$ cat src/rtl/mem_arb_pkg.sv
// Shared types and defaults for the memory port arbiter.
package mem_arb_pkg;

  typedef enum logic [1:0] {
    IDLE   = 2'd0,
    ACCESS = 2'd1,
    RESP   = 2'd2
  } state_t;

  typedef enum logic {
    OWN_IF  = 1'b0,
    OWN_MEM = 1'b1
  } owner_t;

  localparam int unsigned MEM_ARB_TIMEOUT_DEFAULT = 8;
  localparam logic [3:0]  FETCH_BE                = 4'hF;

endpackage

$ cat src/rtl/mem_arb_picker.sv
// Combinational grant selection between fetch and data requesters.
// MEM_ARB_RR_EN: round-robin on ties; otherwise data port has fixed priority.
module mem_arb_picker
  import mem_arb_pkg::*;
(
  input  logic i_if_req,
  input  logic i_mem_req,
  input  logic i_last_owner,
  output logic o_winner
);

`ifdef MEM_ARB_RR_EN
  always_comb begin
    o_winner = OWN_IF;
    if (i_if_req && i_mem_req) begin
      // tie goes to whoever did not get the previous grant
      o_winner = (i_last_owner == OWN_IF) ? OWN_MEM : OWN_IF;
    end else if (i_mem_req) begin
      o_winner = OWN_MEM;
    end
  end
`else
  logic w_unused_inputs;
  assign w_unused_inputs = i_if_req ^ i_last_owner;

  always_comb begin
    o_winner = i_mem_req ? OWN_MEM : OWN_IF;
  end
`endif

endmodule

$ cat src/rtl/mem_port_arbiter.sv
// Two-port (fetch/data) SRAM arbiter with access timeout.
// Optional round-robin tie-break under MEM_ARB_RR_EN.
//
// state  | meaning
// IDLE   | waiting for a request while not stalled
// ACCESS | sram_req high, waiting for sram_ready or timeout
// RESP   | one-cycle ack to the owner with rdata/err
module mem_port_arbiter
  import mem_arb_pkg::*;
#(
  parameter int unsigned TIMEOUT_CYCLES = MEM_ARB_TIMEOUT_DEFAULT
) (
  input  logic        soc_clk,
  input  logic        MEM_reset,
  input  logic        MEM_stall,
  input  logic        if_req,
  input  logic [31:0] if_addr,
  output logic        if_ack,
  input  logic        mem_req,
  input  logic [31:0] mem_addr,
  input  logic [3:0]  mem_be,
  input  logic        mem_we,
  input  logic [31:0] mem_wdata,
  output logic        mem_ack,
  output logic [31:0] rdata,
  output logic        err,
  output logic        sram_req,
  output logic [31:0] sram_addr,
  output logic [3:0]  sram_be,
  output logic        sram_we,
  output logic [31:0] sram_wdata,
  input  logic        sram_ready,
  input  logic [31:0] sram_rdata
);

  localparam logic [7:0] TMO_LAST = 8'(TIMEOUT_CYCLES - 1);

  state_t      r_state;
  state_t      w_state_nxt;
  owner_t      r_owner;
  logic [7:0]  r_tmo_cnt;
  logic [31:0] r_sram_addr;
  logic [31:0] r_sram_wdata;
  logic [3:0]  r_sram_be;
  logic        r_sram_we;
  logic [31:0] r_rdata;
  logic        r_err;
  logic        w_grant;
  logic        w_done;
  logic        w_timeout;
  logic        w_winner;
  logic        w_last_owner;

`ifdef MEM_ARB_RR_EN
  // the owner record doubles as the round-robin pointer
  assign w_last_owner = r_owner;
`else
  assign w_last_owner = OWN_IF;
`endif

  mem_arb_picker u_picker (
    .i_if_req     (if_req),
    .i_mem_req    (mem_req),
    .i_last_owner (w_last_owner),
    .o_winner     (w_winner)
  );

  always_ff @(posedge soc_clk or posedge MEM_reset) begin
    if (MEM_reset) begin
      r_state <= IDLE;
    end else begin
      r_state <= w_state_nxt;
    end
  end

  always_comb begin
    w_state_nxt = r_state;
    w_grant     = 1'b0;
    w_done      = 1'b0;
    w_timeout   = 1'b0;
    sram_req    = 1'b0;
    if_ack      = 1'b0;
    mem_ack     = 1'b0;
    unique case (r_state)
      IDLE: begin
        if ((if_req || mem_req) && !MEM_stall) begin
          w_grant     = 1'b1;
          w_state_nxt = ACCESS;
        end
      end
      ACCESS: begin
        sram_req = 1'b1;
        // a ready on the final allowed cycle still counts as success
        if (sram_ready) begin
          w_done      = 1'b1;
          w_state_nxt = RESP;
        end else if (r_tmo_cnt >= TMO_LAST) begin
          w_done      = 1'b1;
          w_timeout   = 1'b1;
          w_state_nxt = RESP;
        end
      end
      RESP: begin
        if_ack      = (r_owner == OWN_IF);
        mem_ack     = (r_owner == OWN_MEM);
        w_state_nxt = IDLE;
      end
      default: begin
        w_state_nxt = IDLE;
      end
    endcase
  end

  always_ff @(posedge soc_clk or posedge MEM_reset) begin
    if (MEM_reset) begin
      r_owner      <= OWN_IF;
      r_tmo_cnt    <= 8'd0;
      r_sram_addr  <= 32'd0;
      r_sram_wdata <= 32'd0;
      r_sram_be    <= 4'd0;
      r_sram_we    <= 1'b0;
      r_rdata      <= 32'd0;
      r_err        <= 1'b0;
    end else begin
      if (w_grant) begin
        r_owner   <= owner_t'(w_winner);
        r_tmo_cnt <= 8'd0;
        if (w_winner == OWN_MEM) begin
          r_sram_addr  <= mem_addr;
          r_sram_be    <= mem_be;
          r_sram_we    <= mem_we;
          r_sram_wdata <= mem_wdata;
        end else begin
          r_sram_addr  <= if_addr;
          r_sram_be    <= FETCH_BE;
          r_sram_we    <= 1'b0;
          r_sram_wdata <= 32'd0;
        end
      end else if (r_state == ACCESS && r_tmo_cnt != 8'hFF) begin
        r_tmo_cnt <= r_tmo_cnt + 8'd1;
      end

      if (w_done) begin
        r_rdata <= (w_timeout || r_sram_we) ? 32'd0 : sram_rdata;
        r_err   <= w_timeout;
      end
    end
  end

  assign sram_addr  = r_sram_addr;
  assign sram_be    = r_sram_be;
  assign sram_we    = r_sram_we;
  assign sram_wdata = r_sram_wdata;
  assign rdata      = r_rdata;
  assign err        = r_err;

endmodule

$ cat config.mk
export PLATFORM = sky130hd
export DESIGN_NAME = mem_port_arbiter
export DESIGN_NICKNAME = d
export VERILOG_FILES = /design/src/rtl/mem_arb_pkg.sv /design/src/rtl/mem_arb_picker.sv /design/src/rtl/mem_port_arbiter.sv
export SDC_FILE = /design/constraint.sdc
export NUM_CORES = 1
export LEC_CHECK = 0
export BUFFER_PORTS_ARGS = -buffer_cell sky130_fd_sc_hd__clkbuf_2
export CORE_MARGIN = 5
export CORE_UTILIZATION = 50
export DETAILED_ROUTE_END_ITERATION = 6
export GPL_TIMING_DRIVEN = 1
export PLACE_DENSITY = 0.86
export SETUP_SLACK_MARGIN = 0.1
export SYNTH_ARGS = -nofsm -noshare
export SYNTH_HDL_FRONTEND = slang
export SYNTH_SLANG_ARGS = --single-unit
export TNS_END_PERCENT = 10
$ cat constraint.sdc
create_clock -name soc_clk -period 7.9 [get_ports soc_clk]
set_clock_uncertainty 0.1 [all_clocks]
set_input_delay 1.58 -clock soc_clk [delete_from_list [all_inputs] [get_ports soc_clk]]
set_output_delay 1.58 -clock soc_clk [all_outputs]
set_load 0.01 [all_outputs]
==> summary.txt, run 1 <==
CTS H-tree lvls - 4
RSZ-0062 raised after global routing - no
most frequent cells in the layout - clkbuf_2, dfrtp_1, o21ai_1
maximum vdd drop - 182.5 µV
setup violators final - 0
clk slew on worst S/H paths - 0.05 ns
Hold Crit Endpoint - rdata[25]
CP Capture Type - flop
Post-synth ARST share - 100.0%
first-pass GRT wire length - 21.97 mm
GRT Total Usage - 23.56%
Mapped Cells - 445
status - complete, no violations
vias per cell - 5.401
worst hold start - rdata[25]
worst slew pin tran - 1.262 ns
Post-synth EDFFs - 0
fin crit period - 3.863 ns
f_max - 0.2589 GHz
worst-skew pair later-pin latency - 0.49 ns
final hold vios - 0
r2r worst-path depth - 4
vias in the first global route - 4428
Main synth FF type - dfrtp_1
via count - 4402
Post-Synth Adder-Cell Area - 0.2540%
Critical Path AT - 4.14 ns
hold path cells - 1
mapped cell area - 4926 µm²
CTS Sinks - 113
largest net degree at the start of global routing - 76
final wirelength - 14.02 mm
post-synthesis sequential area ratio - 57.40%
Core Footprint - 9684 µm²
Final period util - 48.90%
fin. max-slew vios - 0
pre-CTS WS - 3.510 ns
Critical Setup Path Class - input pin to flop
# diodes - 0
die width - 109.3 µm
Initial Util - 50.87%
row count - 36
Top Ports - 244
Pleak - 3.549 nW
Clock Tree Root - clkbuf_8
Setup WS post-layout - 4.037 ns
Area growth syn-to-layout - 35.43%
HP Class - flop to flop
FF-to-FF Start - r_state[0]
post-synthesis compound-gate area fraction - 22.66%
startpoint types - input pin
Die Area - 11940 µm²
syn_nets - 585
flops & latches, synth - 113
chip height - 109.3 µm
Power Density - 378.9 nW/µm²
r2r setup slk - 4.83 ns
number of buffers created by CTS - 17
simple-gate area share of the yosys netlist - 6.528%
CP required - 8.18 ns
DPL Wire Length - 9.824 mm
CTS Buffer Depth - 2
mux contribution to synthesized area - 7.620%
layout cells sized above 1 - 45.89%
R2R Path End - r_owner
DRC Markers - 0
syn avg cell area - 11.07 µm²
xor/xnor share of the synthesized area - 0%
top cell type's share of synthesized area - 57.40%
CTS Hold Buffers Added - 0
CTS tree - done
area leader, netlist - dfrtp_1
Fin Setup TNS - 0 ns
post-route ant nets - 0
drt initial violations - 298
setup bufs post-CTS - 0
critical-path maximum fanout - 71
Congestion Overflow GR - 0
layout net count - 812
most common cell after layout, fill and taps aside - clkbuf_2
synth unique cells - 37
initial antenna violation count - 0
WL/cell - 17.20 µm
largest family of logic cells by synthesized area - compound AO/OA/AOI/OAI gates
top post-synthesis cells by area - dfrtp_1, o21ai_1, mux2i_1, o21ai_0, a22o_2
fill cell count - 774
CTS resizes - 0
max_cap viols - 0
Slew HR - 15.87%
count of input and output buffers - 243
drt pass-1 iters - 5
gpl congestion - 0.8026
Yosys Warn Count - 0
## through the flow
stage	std cells	total power [mW]	cell area, µm²	util, %	hold WS [ns]
after CTS	815	2.549	6671	68.89	0.4018
after detailed placement	786	1.832	6118	63.18	0.3823
after floorplan	445	1.449	4926	-	0.3602
after global placement	786	1.790	6118	63.18	0.3810
after global routing	815	2.682	6671	68.89	0.4137
final	815	2.528	6671	68.89	0.3985
## synthesized netlist by cell type (2+ instances only)
cell and instances:
a22o_2 27, o21ai_1 75, a21oi_1 7, buf_6 12
a22o_1 5, nor3b_1 6, nor2_1 2, nand2_1 35
o211ai_1 2, dfrtp_1 113, and3_1 2, nand3_1 3
nor3_1 2, o21ai_0 62, and4b_1 2, buf_2 2
clkbuf_1 25, mux2i_1 36, inv_1 9
## power breakdown
part / switching [mW] / internal, mW / total (mW)
Combinational: 0.466 / 0.368 / 0.834
Sequential: 0.157 / 0.832 / 0.989
Clock: 0.245 / 0.460 / 0.705
## registers in the layout, indices dropped and copies added, names as in the netlist
name / flops
sram_be: 4
r_owner: 1
err: 1
sram_addr: 32
rdata: 32
sram_wdata: 32
r_tmo_cnt: 8
sram_we: 1
r_state: 2
## cells by family (layout without fill, tap and decap cells)
kind of cell               count (synthesis)  after routing
AOI/OAI and AO/OA                        184            184
adders and majority gates                  1              1
buffers and inverters                     48            285
DFF                                      113            113
and+or+nand+nor                           62             62
muxes                                     37             37
## per-layer routing
metal  global-route usage [%]  part of all wire [%]
met1                    29.40                    40
met2                    39.69                    52
met3                    6.394                   7.0
met4                    7.925                   1.6
met5                        0                     0
## worst max-delay path by stage
stage | from | endpoint | slack [ns] | cells after the start
2_1_floorplan | MEM_reset | err | 3.23 | 1
3_3_place_gp | mem_req | r_owner | 3.57 | 6
3_5_place_dp | mem_req | r_owner | 3.51 | 6
4_1_cts | mem_req | r_owner | 4.04 | 6
5_1_grt | mem_req | r_owner | 3.87 | 6
6_report | mem_req | r_owner | 4.04 | 6
## worst max-delay path, cell delays in order
cell and delay, ns:
buf_4 0.35, nor2_4 0.19, buf_4 0.51, or2_2 0.66, buf_4 0.45, mux2_4 0.33
## layout make-up
class                           instances  area, µm²  share of cell area, %
Tap cell                              133      166.4                  2.494
Clock inverter                          5      52.55                 0.7877
Timing Repair Buffer                  247       1249                  18.72
Multi-Input combinational cell        284       1839                  27.57
Inverter                                9      36.28                 0.5439
Sequential cell                       113       2828                  42.39
Clock buffer                           24      500.5                  7.502
(Power assumes the default switching activity.)
==> inputs of run 2 (changes only) <==
--- a/config.mk
+++ b/config.mk
@@ -7,10 +7,10 @@
 export LEC_CHECK = 0
 export BUFFER_PORTS_ARGS = -buffer_cell sky130_fd_sc_hd__clkbuf_2
 export CORE_MARGIN = 5
-export CORE_UTILIZATION = 50
+export CORE_UTILIZATION = 46
 export DETAILED_ROUTE_END_ITERATION = 6
 export GPL_TIMING_DRIVEN = 1
-export PLACE_DENSITY = 0.86
+export PLACE_DENSITY = 0.8
 export SETUP_SLACK_MARGIN = 0.1
 export SYNTH_ARGS = -nofsm -noshare
 export SYNTH_HDL_FRONTEND = slang
==> constraint.sdc (replaced) <==
create_clock -name soc_clk -period 3.8 [get_ports soc_clk]
set_clock_uncertainty 0.1 [all_clocks]
set_input_delay 0.76 -clock soc_clk [delete_from_list [all_inputs] [get_ports soc_clk]]
set_output_delay 0.76 -clock soc_clk [all_outputs]
set_load 0.01 [all_outputs]
==> summary.txt, run 2 (synthesis gave the netlist of run 1 again) <==
status - complete, no violations
M3 GR Usage - 6.366%
Congestion Overflow GR - 0
CTS Buffer Depth - 2
maximum vdd drop - 353.8 µV
DPL Wire Length - 10.49 mm
worst slew pin tran - 1.122 ns
Critical Path AT - 1.54 ns
die width - 113.5 µm
routing usage on met2 - 40.05%
final hold vios - 0
largest net degree at the start of global routing - 75
fin. max-slew vios - 0
most frequent cells in the layout - clkbuf_2, dfrtp_1, o21ai_1
CTS resizes - 0
Area growth syn-to-layout - 36.75%
row count - 37
f_max - 0.4174 GHz
post-route design area - 6736 µm²
Final period util - 63.05%
drt initial violations - 335
overall power - 5.319 mW
CP Capture Type - primary output
HP Class - input pin to flop
sw power - 1.870 mW
vias in the first global route - 4614
via count - 4451
Power Density - 789.6 nW/µm²
final wirelength - 14.64 mm
global routing's busiest layer - met2
layout net count - 818
GRT Total Usage - 22.91%
CP required - 2.94 ns
critical-path maximum fanout - 6
startpoint types - flop
Clock Tree Root - clkbuf_8
Critical Setup Path Class - flop to primary output
drt pass-1 iters - 5
first-pass GRT wire length - 23.43 mm
Fin Setup TNS - 0 ns
Top Ports - 244
setup bufs post-CTS - 0
chip height - 113.5 µm
switch share - 35.15%
clk slew on worst S/H paths - 0.06 ns
worst-skew pair later-pin latency - 0.52 ns
placed cell areas - 6166 µm²
CTS tree - done
max_cap viols - 0
CTS H-tree lvls - 4
RSZ-0062 raised after global routing - no
WL/cell - 17.71 µm
number of buffers created by CTS - 17
Fin Hold WS - 0.3598 ns
multi-input combinational cell area - 1839 µm²
DRC Markers - 0
Clk pwr share - 28.4%
Setup WS post-layout - 1.404 ns
gpl congestion - 0.7893
Die Area - 12880 µm²
Flop pwr share - 38.5%
Core Footprint - 10370 µm²
CTS Sinks - 113
post-route ant nets - 0
vias per cell - 5.382
Pleak - 3.563 nW
Int Pwr - 3.449 mW
count of input and output buffers - 243
Initial Util - 47.50%
Slew HR - 25.04%
fin crit period - 2.396 ns
# diodes - 0
pre-CTS WS - 1.170 ns
CTS Hold Buffers Added - 0
layout cells sized above 1 - 46.60%
combinational power share - 33.1%
fill cell count - 875
FF/Latch Area - 2828 µm²
setup violators final - 0
initial antenna violation count - 0
met1 Use GR - 26.68%
most common cell after layout, fill and taps aside - clkbuf_2
==> run 2: cell types whose count changed in the layout (fill, tap and decap cells not counted), sizes merged <==
cell	before	now
buf	5	11
clkbuf	266	261
clkinvlp	1	6
clkinv	3	6
inv	9	8
bufinv	1	2
==> run 2: final timing paths <==
check                                   start             end  slack, ns  depth (start not counted)
worst min register to register   r_tmo_cnt[0]    r_tmo_cnt[0]       0.40                          1
min in group asynchronous           MEM_reset      sram_be[0]       0.39                          2
max in group asynchronous           MEM_reset       rdata[20]       2.39                          3
worst max-delay path               r_state[1]        sram_req       1.40                          3
worst max register to register     r_state[0]  sram_wdata[25]       1.54                          4
worst min-delay path            mem_wdata[15]  sram_wdata[15]       0.36                          3
==> run 2: area by class of cell <==
cell class / count / area share (%)
sequential: 113 / 41.98
clock buffer: 19 / 6.408
tap: 136 / 2.526
clock inverter: 13 / 2.062
inverter: 9 / 0.5572
timing repair buffer: 253 / 19.17
multi-input combinational: 284 / 27.30
==> run 2: power groups by stage <==
stage	registers, mW	logic [mW]	clock network (mW)
finish	2.05	1.76	1.51
global route	2.12	1.92	1.60
CTS	2.05	1.79	1.53
detailed placement	2.05	1.79	0
global placement	2.03	1.72	0
floorplan	2.24	0.772	0
==> run 2: critical path, stage by stage, from the launching register on <==
cell      delay (ns)
dfrtp_1         0.41
nand2b_1        0.20
inv_1           0.21
clkbuf_2        0.20
==> run 2: layer usage <==
metal | share of wire (%) | vias to the layer above
met5 | 0 | -
met4 | 2.8 | 0
met3 | 5.8 | 35
met2 | 54 | 194
met1 | 37 | 2154
li1 | - | 2068
==> run 2: through the flow <==
stage | utilization (%) | instances
final | 64.96 | 827
after global routing | 64.96 | 827
after CTS | 64.96 | 827
after detailed placement | 59.46 | 795
after global placement | 59.46 | 795
after floorplan | - | 445
